<file path="src/rtl/uart_rx_fifo_ctrl_if.sv">
// Signal bundle between the RX FIFO sequencer and its neighbours (RX shifter, FIFO storage, CPU regs).
// The slave side is the sequencer; the master side is everything around it.
interface uart_rx_fifo_ctrl_if #(
   parameter int DATA_W = 8,
   parameter int DEPTH  = 32,
   parameter int CNT_W  = $clog2(DEPTH) + 1
);
   logic              rx_done_i;
   logic              fifo_wr_o;
   logic              fifo_rd_o;
   logic [DATA_W-1:0] mem_rdata_i;
   logic              cpu_rd_req_i;
   logic [DATA_W-1:0] cpu_rdata_o;
   logic              cpu_rvalid_o;
   logic              rd_empty_o;
   logic [CNT_W-1:0]  thresh_i;
   logic              ovr_clr_i;
   logic [CNT_W-1:0]  fifo_cnt_o;
   logic              overrun_o;
   logic              timeout_o;
   logic              irq_o;

   modport master (
      output rx_done_i, mem_rdata_i, cpu_rd_req_i, thresh_i, ovr_clr_i,
      input  fifo_wr_o, fifo_rd_o, cpu_rdata_o, cpu_rvalid_o, rd_empty_o,
             fifo_cnt_o, overrun_o, timeout_o, irq_o
   );

   modport slave (
      input  rx_done_i, mem_rdata_i, cpu_rd_req_i, thresh_i, ovr_clr_i,
      output fifo_wr_o, fifo_rd_o, cpu_rdata_o, cpu_rvalid_o, rd_empty_o,
             fifo_cnt_o, overrun_o, timeout_o, irq_o
   );
endinterface

</file>
<file path="src/rtl/uart_rx_fifo_ctrl.sv">
// UART RX FIFO sequencer: byte-done pulses become FIFO writes, CPU reads become a
// three-state fetch with registered data return; owns fill count, overrun, timeout and IRQ.
module uart_rx_fifo_ctrl #(
   parameter  int DATA_W  = 8,
   parameter  int DEPTH   = 32,
   parameter  int TMO_CYC = 640,
   localparam int CNT_W   = $clog2(DEPTH) + 1,
   localparam int TMO_W   = (TMO_CYC > 2) ? $clog2(TMO_CYC) : 1
) (
   input logic             clk,
   input logic             rst,
   uart_rx_fifo_ctrl_if.slave bus
);

   typedef enum logic [1:0] {IDLE, FETCH, RET} state_t;

   state_t            state;
   logic [CNT_W-1:0]  cnt;
   logic [TMO_W-1:0]  tmo_cnt;
   logic [DATA_W-1:0] rdata;
   logic              rvalid, rd_empty, overrun, timeout, irq;
   logic              full, empty, wr, rd, thr_hit;

   // Strobes are combinational so storage moves in the same cycle as the event.
   assign full    = (cnt == CNT_W'(DEPTH));
   assign empty   = (cnt == '0);
   assign wr      = bus.rx_done_i & ~full;
   assign rd      = (state == IDLE) & bus.cpu_rd_req_i & ~empty;
   assign thr_hit = (bus.thresh_i != '0) && (cnt >= bus.thresh_i);

   assign bus.fifo_wr_o    = wr;
   assign bus.fifo_rd_o    = rd;
   assign bus.fifo_cnt_o   = cnt;
   assign bus.cpu_rdata_o  = rdata;
   assign bus.cpu_rvalid_o = rvalid;
   assign bus.rd_empty_o   = rd_empty;
   assign bus.overrun_o    = overrun;
   assign bus.timeout_o    = timeout;
   assign bus.irq_o        = irq;

   // Requests arriving in FETCH/RET are dropped, not queued.
   always_ff @(posedge clk) begin
      if (rst) begin
         state    <= IDLE;
         rdata    <= '0;
         rvalid   <= 1'b0;
         rd_empty <= 1'b0;
      end else begin
         rvalid   <= 1'b0;
         rd_empty <= 1'b0;
         case (state)
            IDLE: begin
               if (bus.cpu_rd_req_i) begin
                  if (!empty) state    <= FETCH;
                  else        rd_empty <= 1'b1;
               end
            end
            FETCH: begin
               rdata  <= bus.mem_rdata_i;
               rvalid <= 1'b1;
               state  <= RET;
            end
            RET:     state <= IDLE;
            default: state <= IDLE;
         endcase
      end
   end

   always_ff @(posedge clk) begin
      if (rst) begin
         cnt <= '0;
      end else begin
         case ({wr, rd})
            2'b10:   cnt <= cnt + 1'b1;
            2'b01:   cnt <= cnt - 1'b1;
            default: cnt <= cnt;
         endcase
      end
   end

   always_ff @(posedge clk) begin
      if (rst)                        overrun <= 1'b0;
      else if (bus.ovr_clr_i)         overrun <= 1'b0;
      else if (bus.rx_done_i && full) overrun <= 1'b1;
   end

   // Timer saturates at TMO_CYC-1 so the flag stays up until the FIFO is touched.
   always_ff @(posedge clk) begin
      if (rst) begin
         tmo_cnt <= '0;
         timeout <= 1'b0;
      end else if (wr || rd || empty) begin
         tmo_cnt <= '0;
         timeout <= 1'b0;
      end else if (tmo_cnt == TMO_W'(TMO_CYC - 1)) begin
         timeout <= 1'b1;
      end else begin
         tmo_cnt <= tmo_cnt + 1'b1;
      end
   end

   always_ff @(posedge clk) begin
      if (rst) irq <= 1'b0;
      else     irq <= overrun | timeout | thr_hit;
   end

   a_cnt_range: assert property (@(posedge clk) disable iff (rst) cnt <= CNT_W'(DEPTH));
   a_rvalid_ret: assert property (@(posedge clk) disable iff (rst) rvalid |-> state == RET);

endmodule

</file>
<file path="src/flat_wrapper.sv">
// flat-port wrapper written by rule: the top's interface ports become plain ports
module uart_rx_fifo_ctrl_flat 
#(
   parameter  int DATA_W  = 8,
   parameter  int DEPTH   = 32,
   parameter  int TMO_CYC = 640,
   localparam int CNT_W   = $clog2(DEPTH) + 1,
   localparam int TMO_W   = (TMO_CYC > 2) ? $clog2(TMO_CYC) : 1
)
  (clk, rst, bus_rx_done_i, bus_mem_rdata_i, bus_cpu_rd_req_i, bus_thresh_i, bus_ovr_clr_i, bus_fifo_wr_o, bus_fifo_rd_o, bus_cpu_rdata_o, bus_cpu_rvalid_o, bus_rd_empty_o, bus_fifo_cnt_o, bus_overrun_o, bus_timeout_o, bus_irq_o);
  uart_rx_fifo_ctrl_if #(.DATA_W(DATA_W), .DEPTH(DEPTH)) bus_i ();
  input logic clk;
  input logic rst;
  input wire logic [$bits(bus_i.rx_done_i)-1:0] bus_rx_done_i;
  input wire logic [$bits(bus_i.mem_rdata_i)-1:0] bus_mem_rdata_i;
  input wire logic [$bits(bus_i.cpu_rd_req_i)-1:0] bus_cpu_rd_req_i;
  input wire logic [$bits(bus_i.thresh_i)-1:0] bus_thresh_i;
  input wire logic [$bits(bus_i.ovr_clr_i)-1:0] bus_ovr_clr_i;
  output wire logic [$bits(bus_i.fifo_wr_o)-1:0] bus_fifo_wr_o;
  output wire logic [$bits(bus_i.fifo_rd_o)-1:0] bus_fifo_rd_o;
  output wire logic [$bits(bus_i.cpu_rdata_o)-1:0] bus_cpu_rdata_o;
  output wire logic [$bits(bus_i.cpu_rvalid_o)-1:0] bus_cpu_rvalid_o;
  output wire logic [$bits(bus_i.rd_empty_o)-1:0] bus_rd_empty_o;
  output wire logic [$bits(bus_i.fifo_cnt_o)-1:0] bus_fifo_cnt_o;
  output wire logic [$bits(bus_i.overrun_o)-1:0] bus_overrun_o;
  output wire logic [$bits(bus_i.timeout_o)-1:0] bus_timeout_o;
  output wire logic [$bits(bus_i.irq_o)-1:0] bus_irq_o;
  assign bus_i.rx_done_i = bus_rx_done_i;
  assign bus_i.mem_rdata_i = bus_mem_rdata_i;
  assign bus_i.cpu_rd_req_i = bus_cpu_rd_req_i;
  assign bus_i.thresh_i = bus_thresh_i;
  assign bus_i.ovr_clr_i = bus_ovr_clr_i;
  assign bus_fifo_wr_o = bus_i.fifo_wr_o;
  assign bus_fifo_rd_o = bus_i.fifo_rd_o;
  assign bus_cpu_rdata_o = bus_i.cpu_rdata_o;
  assign bus_cpu_rvalid_o = bus_i.cpu_rvalid_o;
  assign bus_rd_empty_o = bus_i.rd_empty_o;
  assign bus_fifo_cnt_o = bus_i.fifo_cnt_o;
  assign bus_overrun_o = bus_i.overrun_o;
  assign bus_timeout_o = bus_i.timeout_o;
  assign bus_irq_o = bus_i.irq_o;
  uart_rx_fifo_ctrl #(.DATA_W(DATA_W), .DEPTH(DEPTH), .TMO_CYC(TMO_CYC)) u_core (.clk(clk), .rst(rst), .bus(bus_i));
endmodule
</file>
<file path="config.mk">
export PLATFORM = sky130hd
export DESIGN_NAME = uart_rx_fifo_ctrl_flat
export DESIGN_NICKNAME = d
export VERILOG_FILES = /design/src/rtl/uart_rx_fifo_ctrl_if.sv /design/src/rtl/uart_rx_fifo_ctrl.sv /design/src/flat_wrapper.sv
export SDC_FILE = /design/constraint.sdc
export NUM_CORES = 1
export LEC_CHECK = 0
export CELL_PAD_IN_SITES_DETAIL_PLACEMENT = 0
export CELL_PAD_IN_SITES_GLOBAL_PLACEMENT = 1
export CORE_ASPECT_RATIO = 0.75
export CORE_MARGIN = 5
export CORE_UTILIZATION = 36
export DETAILED_ROUTE_END_ITERATION = 12
export HOLD_SLACK_MARGIN = 0.08
export PLACE_DENSITY_LB_ADDON = 0.1
export SLEW_MARGIN = 20
export SYNTH_ARGS = -nofsm -noshare
export SYNTH_HDL_FRONTEND = slang
export SYNTH_SLANG_ARGS = --single-unit
export TNS_END_PERCENT = 50
</file>
<file path="constraint.sdc">
create_clock -name clk -period 3.3 [get_ports clk]
set_input_delay 0.495 -clock clk [delete_from_list [all_inputs] [get_ports clk]]
set_output_delay 0.495 -clock clk [all_outputs]
set_load 0.1 [all_outputs]
</file>
======== After elaboration in Yosys (flattened, before gate mapping) ========
Cells that the tools add are included.
word-level totals
  input bits .............................. 19
  logic and storage cells ................. 47
  register bits ........................... 31
cells by class
  equality and inequality tests ........... 7
  muxes and demuxes ....................... 6
  bitwise logic cells ..................... 9
  $lt $le $gt $ge ......................... 1
  reduce and logical (&&, ||, !) cells .... 12
  add/sub/neg operators ................... 3
operator list
  operator                                                               count
  6-bit one-hot mux with 2 select lines                                  1
  10-bit by 1-bit adder with 10-bit output, second input constant        1
  10-bit equality test, second input constant                            1
  6-bit by 1-bit adder with 6-bit output, second input constant          1
  6-bit equality test, second input constant                             1
  6-bit greater-or-equal comparator                                      1
  6-bit zero test                                                        1
  6-bit nonzero test                                                     1
  6-bit by 1-bit subtractor with 6-bit output, second input constant     1
  2-bit by 1-bit equality test with 1-bit output, second input constant  2
  2-bit 2-to-1 mux                                                       2
  2-bit inequality test, second input constant                           2
  1-bit NOT                                                              4
  2-bit one-hot mux with 2 select lines                                  1
  2-bit OR reduction                                                     2
  1-bit AND                                                              3
  3-bit OR reduction                                                     1
  2-bit equality test, second input constant                             1
  1-bit logical AND                                                      2
  2-bit zero test                                                        1
  1-bit logical OR                                                       2
  1-bit 2-to-1 mux                                                       2
  1-bit bitwise OR                                                       2
  2-bit AND reduction                                                    1
  2-bit nonzero test                                                     1

======== Longest topological paths before layout ========
  word-level depth ........................ 6
  mapped depth ............................ 13

======== Worst setup path before layout ========
No wires, ideal clock.
  kind .................................... register to register
  from .................................... register u_core.cnt[0], in the netlist u_core.bus.fifo_cnt_o[0]
  to ...................................... register u_core.cnt[4], in the netlist u_core.bus.fifo_cnt_o[4]
  arrival time ............................ 3.812 ns
  cell stages (with the launch flop) ...... 14
  setup time .............................. 0.096 ns
  period minus slack after synthesis ...... 3.907 ns
  setup slack ............................. -0.607 ns
  required time ........................... 3.204 ns
  path through ............................ dfxtp_1 > buf_2 > nor3_1 > nand3_1 > nand3_1 > inv_1 > ha_1 > buf_6 > xor2_1 > ha_1 > a21oi_4 > a32oi_2 > or4b_1 > o311ai_1
on the way
  longest elaborated chain between the ends .. 5
ends and longest elaborated chain
  element                                                                                       RTL line                 text
  from (decl)                                                                                   uart_rx_fifo_ctrl.sv:18  logic [CNT_W-1:0] cnt;
  from (signal assigned)                                                                        uart_rx_fifo_ctrl.sv:74  2'b10: cnt <= cnt + 1'b1;
  from (signal assigned)                                                                        uart_rx_fifo_ctrl.sv:75  2'b01: cnt <= cnt - 1'b1;
  from (signal assigned)                                                                        uart_rx_fifo_ctrl.sv:76  default: cnt <= cnt;
  6-bit zero test *                                                                             uart_rx_fifo_ctrl.sv:26  assign empty = (cnt == '0);
  1-bit NOT *                                                                                   uart_rx_fifo_ctrl.sv:28  assign rd = (state == IDLE) & bus.cpu_rd_req_i & ~empty;
  1-bit AND *                                                                                   uart_rx_fifo_ctrl.sv:28
  net bus_fifo_rd_o                                                                             flat_wrapper.sv:20       output wire logic [$bits(bus_i.fifo_rd_o)-1:0] bus_fifo_rd_o;
  2-bit by 1-bit equality test with 1-bit output / 2-bit equality test (equally long branches)  uart_rx_fifo_ctrl.sv:73  case ({wr, rd})
  6-bit one-hot mux with 2 select lines / 2-bit nonzero test (equally long branches)            -
The timed path passes the listed nets; every way through them passes the cells marked *.
A chain may end at the register's enable or synchronous reset.

======== Final worst setup path ========
  from .................................... register u_core.cnt[2], in the netlist u_core.bus.fifo_cnt_o[2]
  to ...................................... register u_core.cnt[4], in the netlist u_core.bus.fifo_cnt_o[4]
on the way
  longest elaborated chain between the ends .. 5
ends and longest elaborated chain
  element                                                                                       RTL line
  6-bit equality test / 6-bit zero test (equally long branches)                                 uart_rx_fifo_ctrl.sv:25, uart_rx_fifo_ctrl.sv:26
  1-bit NOT, on equally long branches                                                           uart_rx_fifo_ctrl.sv:27, uart_rx_fifo_ctrl.sv:28
  1-bit AND, on equally long branches                                                           uart_rx_fifo_ctrl.sv:27, uart_rx_fifo_ctrl.sv:28
  2-bit by 1-bit equality test with 1-bit output / 2-bit equality test (equally long branches)  uart_rx_fifo_ctrl.sv:73
  6-bit one-hot mux with 2 select lines / 2-bit nonzero test (equally long branches)            -
Parallel ways exist; a longest one is shown, timed or not.

==> flow_summary.json <==
{
  "status": "completed",
  "vdd_drop_max_v": 0.000413,
  "synth-seq-cells": 31,
  "syn_nets": 234,
  "fp.dieH_um": 69.3,
  "row_count": 21,
  "yosys.area.top_type_share": 0.368,
  "finalSetupViolCount": 0,
  "io_pins": 40,
  "drt-initial-drc-count": 60,
  "die-area_um2": 6170,
  "hold_depth": 2,
  "power.density_nw_per_um2": 830,
  "avgSynthCellArea_um2": 8.27,
  "antenna_found_initial": 0,
  "min_period_ps": 2860,
  "finalMaxSlewViolations": 0,
  "synth.largest_area_cell": "dfxtp_1",
  "drtPass1Iterations": 5,
  "slew_headroom": 0.336,
  "post-route-drc-count": 0,
  "ctsHoldBuffers": 0,
  "dp_slack_ps": 444,
  "slowest_delay_ps": 520,
  "stdcell_count": 297,
  "tns_ps": 0,
  "grt_pass1_vias": 1510,
  "clkSlewWorstSetupHoldPaths_ps": 70,
  "placed_cells": 289,
  "root_buffer": "clkbuf_8",
  "die_w_um": 89.1,
  "grt_use_total": 0.137,
  "cts_buffers": 5,
  "cp.arrival_ps": 3050,
  "yosys.cell_types.count": 47,
  "htree_num_levels": 2,
  "crit_slowest_cell": "nor4_1",
  "setup_ws_ps": 439,
  "yosysWarnings": 0,
  "p_leak_nw": 0.856,
  "area_delta_synth_final_pct": 29.8,
  "cp.required_ps": 3480,
  "clock_skew_ps": 3.11,
  "nets": 269,
  "synth_edf_count": 0,
  "grt_max_degree": 17,
  "synthTopCellsByCount": "31 x dfxtp_1, 26 x nand2_1, 21 x nor2_1",
  "synthArstFlopShare": 0,
  "hold_violations": 0,
  "setup.worst_path.end_class": "register",
  "cp-start-kind": "register",
  "syn-cell-area_um2": 1690,
  "synth_most_common_cell": "dfxtp_1",
  "fmax_ghz": 0.350,
  "drive_gt1_frac": 0.129,
  "core_region_area_um2": 4490,
  "design_area_um2": 2190,
  "n_antenna_cell": 0,
  "final_core_util": 0.488,
  "drv_cap": 0,
  "cts_sinks": 31,
  "num_vias": 1502,
  "cts_setup_buffers": 0,
  "gr-total-overflow": 0,
  "holdCritPathClass": "register to register",
  "critPathKind": "register to register",
  "clk_latency_ps": 280,
  "ys.flop_type": "dfxtp_1",
  "gp_congestion": 0.828,
  "worstPathMaxFanout": 13,
  "path_cells": "nor4_1, nand3_1, nand2_1, ha_4, xor2_1, ha_1, a21oi_4, a32oi_2, or4b_1, o311ai_1",
  "reg2reg_depth": 10,
  "ys_seq_area_frac": 0.368,
  "worstMarginPinSlew_ps": 993,
  "cts_resized": 0,
  "wl_um": 4020,
  "cts_buffer_depth": 2,
  "start_util": 0.376,
  "post_dp_cell_area_um2": 2110,
  "via_per_inst": 5.06,
  "grt_pass1_wl_um": 6780,
  "syn_inst": 204,
  "dpl.hpwl_um": 3050,
  "cts_tree": "yes",
  "ant_nets": 0,
  "drt-wirelength-per-cell_um": 13.5,
  "port_buffers": 39,
  "synth.top_cells.by_area": "dfxtp_1 37%, ha_1 8.2%, nand2_1 5.8%",
  "rsz0062_at_grt": "false",
  "fin_crit_sh": 0.867
}
## layer usage
layer,track usage,vias to the layer above,share of wire
met5,0,-,0
met4,0.0347,0,0.0072
met3,0.0582,4,0.070
met2,0.206,32,0.41
met1,0.180,694,0.51
li1,-,772,-
## power breakdown
part | internal [W] | switching [W] | total [W]
clock network | 0.000144 | 0.000144 | 0.000288
logic | 0.000284 | 0.000709 | 0.000993
registers | 0.000447 | 0.0000907 | 0.000537
## final cells by class
| class | instances | area [um2] |
|---|---|---|
| Clock buffer | 5 | 68.8 |
| Inverter | 14 | 56.3 |
| Tap cell | 57 | 71.3 |
| Clock inverter | 3 | 15.0 |
| Sequential cell | 31 | 633 |
| Timing Repair Buffer | 40 | 383 |
| Multi-Input combinational cell | 147 | 963 |
| Fill cell | 441 | 2300 |
## final timing paths
check,from,to,slack (ps)
min reg2reg,u_core.bus.cpu_rdata_o[2],u_core.bus.cpu_rdata_o[2],460
min,u_core.bus.cpu_rdata_o[2],u_core.bus.cpu_rdata_o[2],460
max,u_core.bus.fifo_cnt_o[2],u_core.bus.fifo_cnt_o[4],440
max reg2reg,u_core.bus.fifo_cnt_o[2],u_core.bus.fifo_cnt_o[4],440
## registers in the layout, summed over array words and instances (netlist names)
signal / count
u_core.tmo_cnt: 10
u_core.bus.cpu_rdata_o: 8
u_core.bus.fifo_cnt_o: 6
u_core.state: 2
u_core.bus.cpu_rvalid_o: 1
u_core.bus.irq_o: 1
u_core.bus.overrun_o: 1
u_core.bus.rd_empty_o: 1
u_core.bus.timeout_o: 1
## worst max-delay path: cells and delay by family (launching register included)
family                   cells  cell delay [ps]
AO/OA/AOI/OAI                3              400
XOR/XNOR                     1              160
adder cells (fa/ha/maj)      2              460
flip-flops                   1              390
AND/OR/NAND/NOR              4             1340
## cells by family after synthesis
logic type                 after synthesis  synth area share
and+or+nand+nor                         90             0.270
AOI/OAI and AO/OA                       33             0.138
DFF                                     31             0.368
buffers and inverters                   26            0.0719
adders and majority gates               11            0.0815
xor gates and xnor gates                 9            0.0467
muxes                                    4            0.0245
## metrics by stage
step                hold WS [ps]  power [W]
floorplan                    472    0.00134
global placement             443    0.00153
detailed placement           451    0.00154
CTS                          461    0.00184
global route                 485    0.00193
finish                       461    0.00182
## cell usage in the layout (no fill, tap or decap), types with 2 or more instances in the layout
| master | n |
|---|---|
| nor2b_1 | 2 |
| o21ai_0 | 5 |
| a221oi_1 | 2 |
| and3_1 | 3 |
| a2111oi_0 | 2 |
| dfxtp_4 | 2 |
| nand3b_1 | 2 |
| clkinv_2 | 3 |
| nand3_1 | 6 |
| inv_1 | 13 |
| xor2_1 | 6 |
| dfxtp_2 | 4 |
| ha_1 | 10 |
| buf_4 | 7 |
| dfxtp_1 | 25 |
| clkdlybuf4s50_1 | 33 |
| mux2i_1 | 3 |
| nand2_1 | 26 |
| xnor2_1 | 3 |
| nor2_1 | 21 |
| nor3_1 | 9 |
| nor4_1 | 4 |
| o31ai_1 | 2 |
| nand2b_1 | 5 |
| clkbuf_8 | 5 |
| a21oi_1 | 12 |
Note: power is estimated with default switching activity, not from simulation.
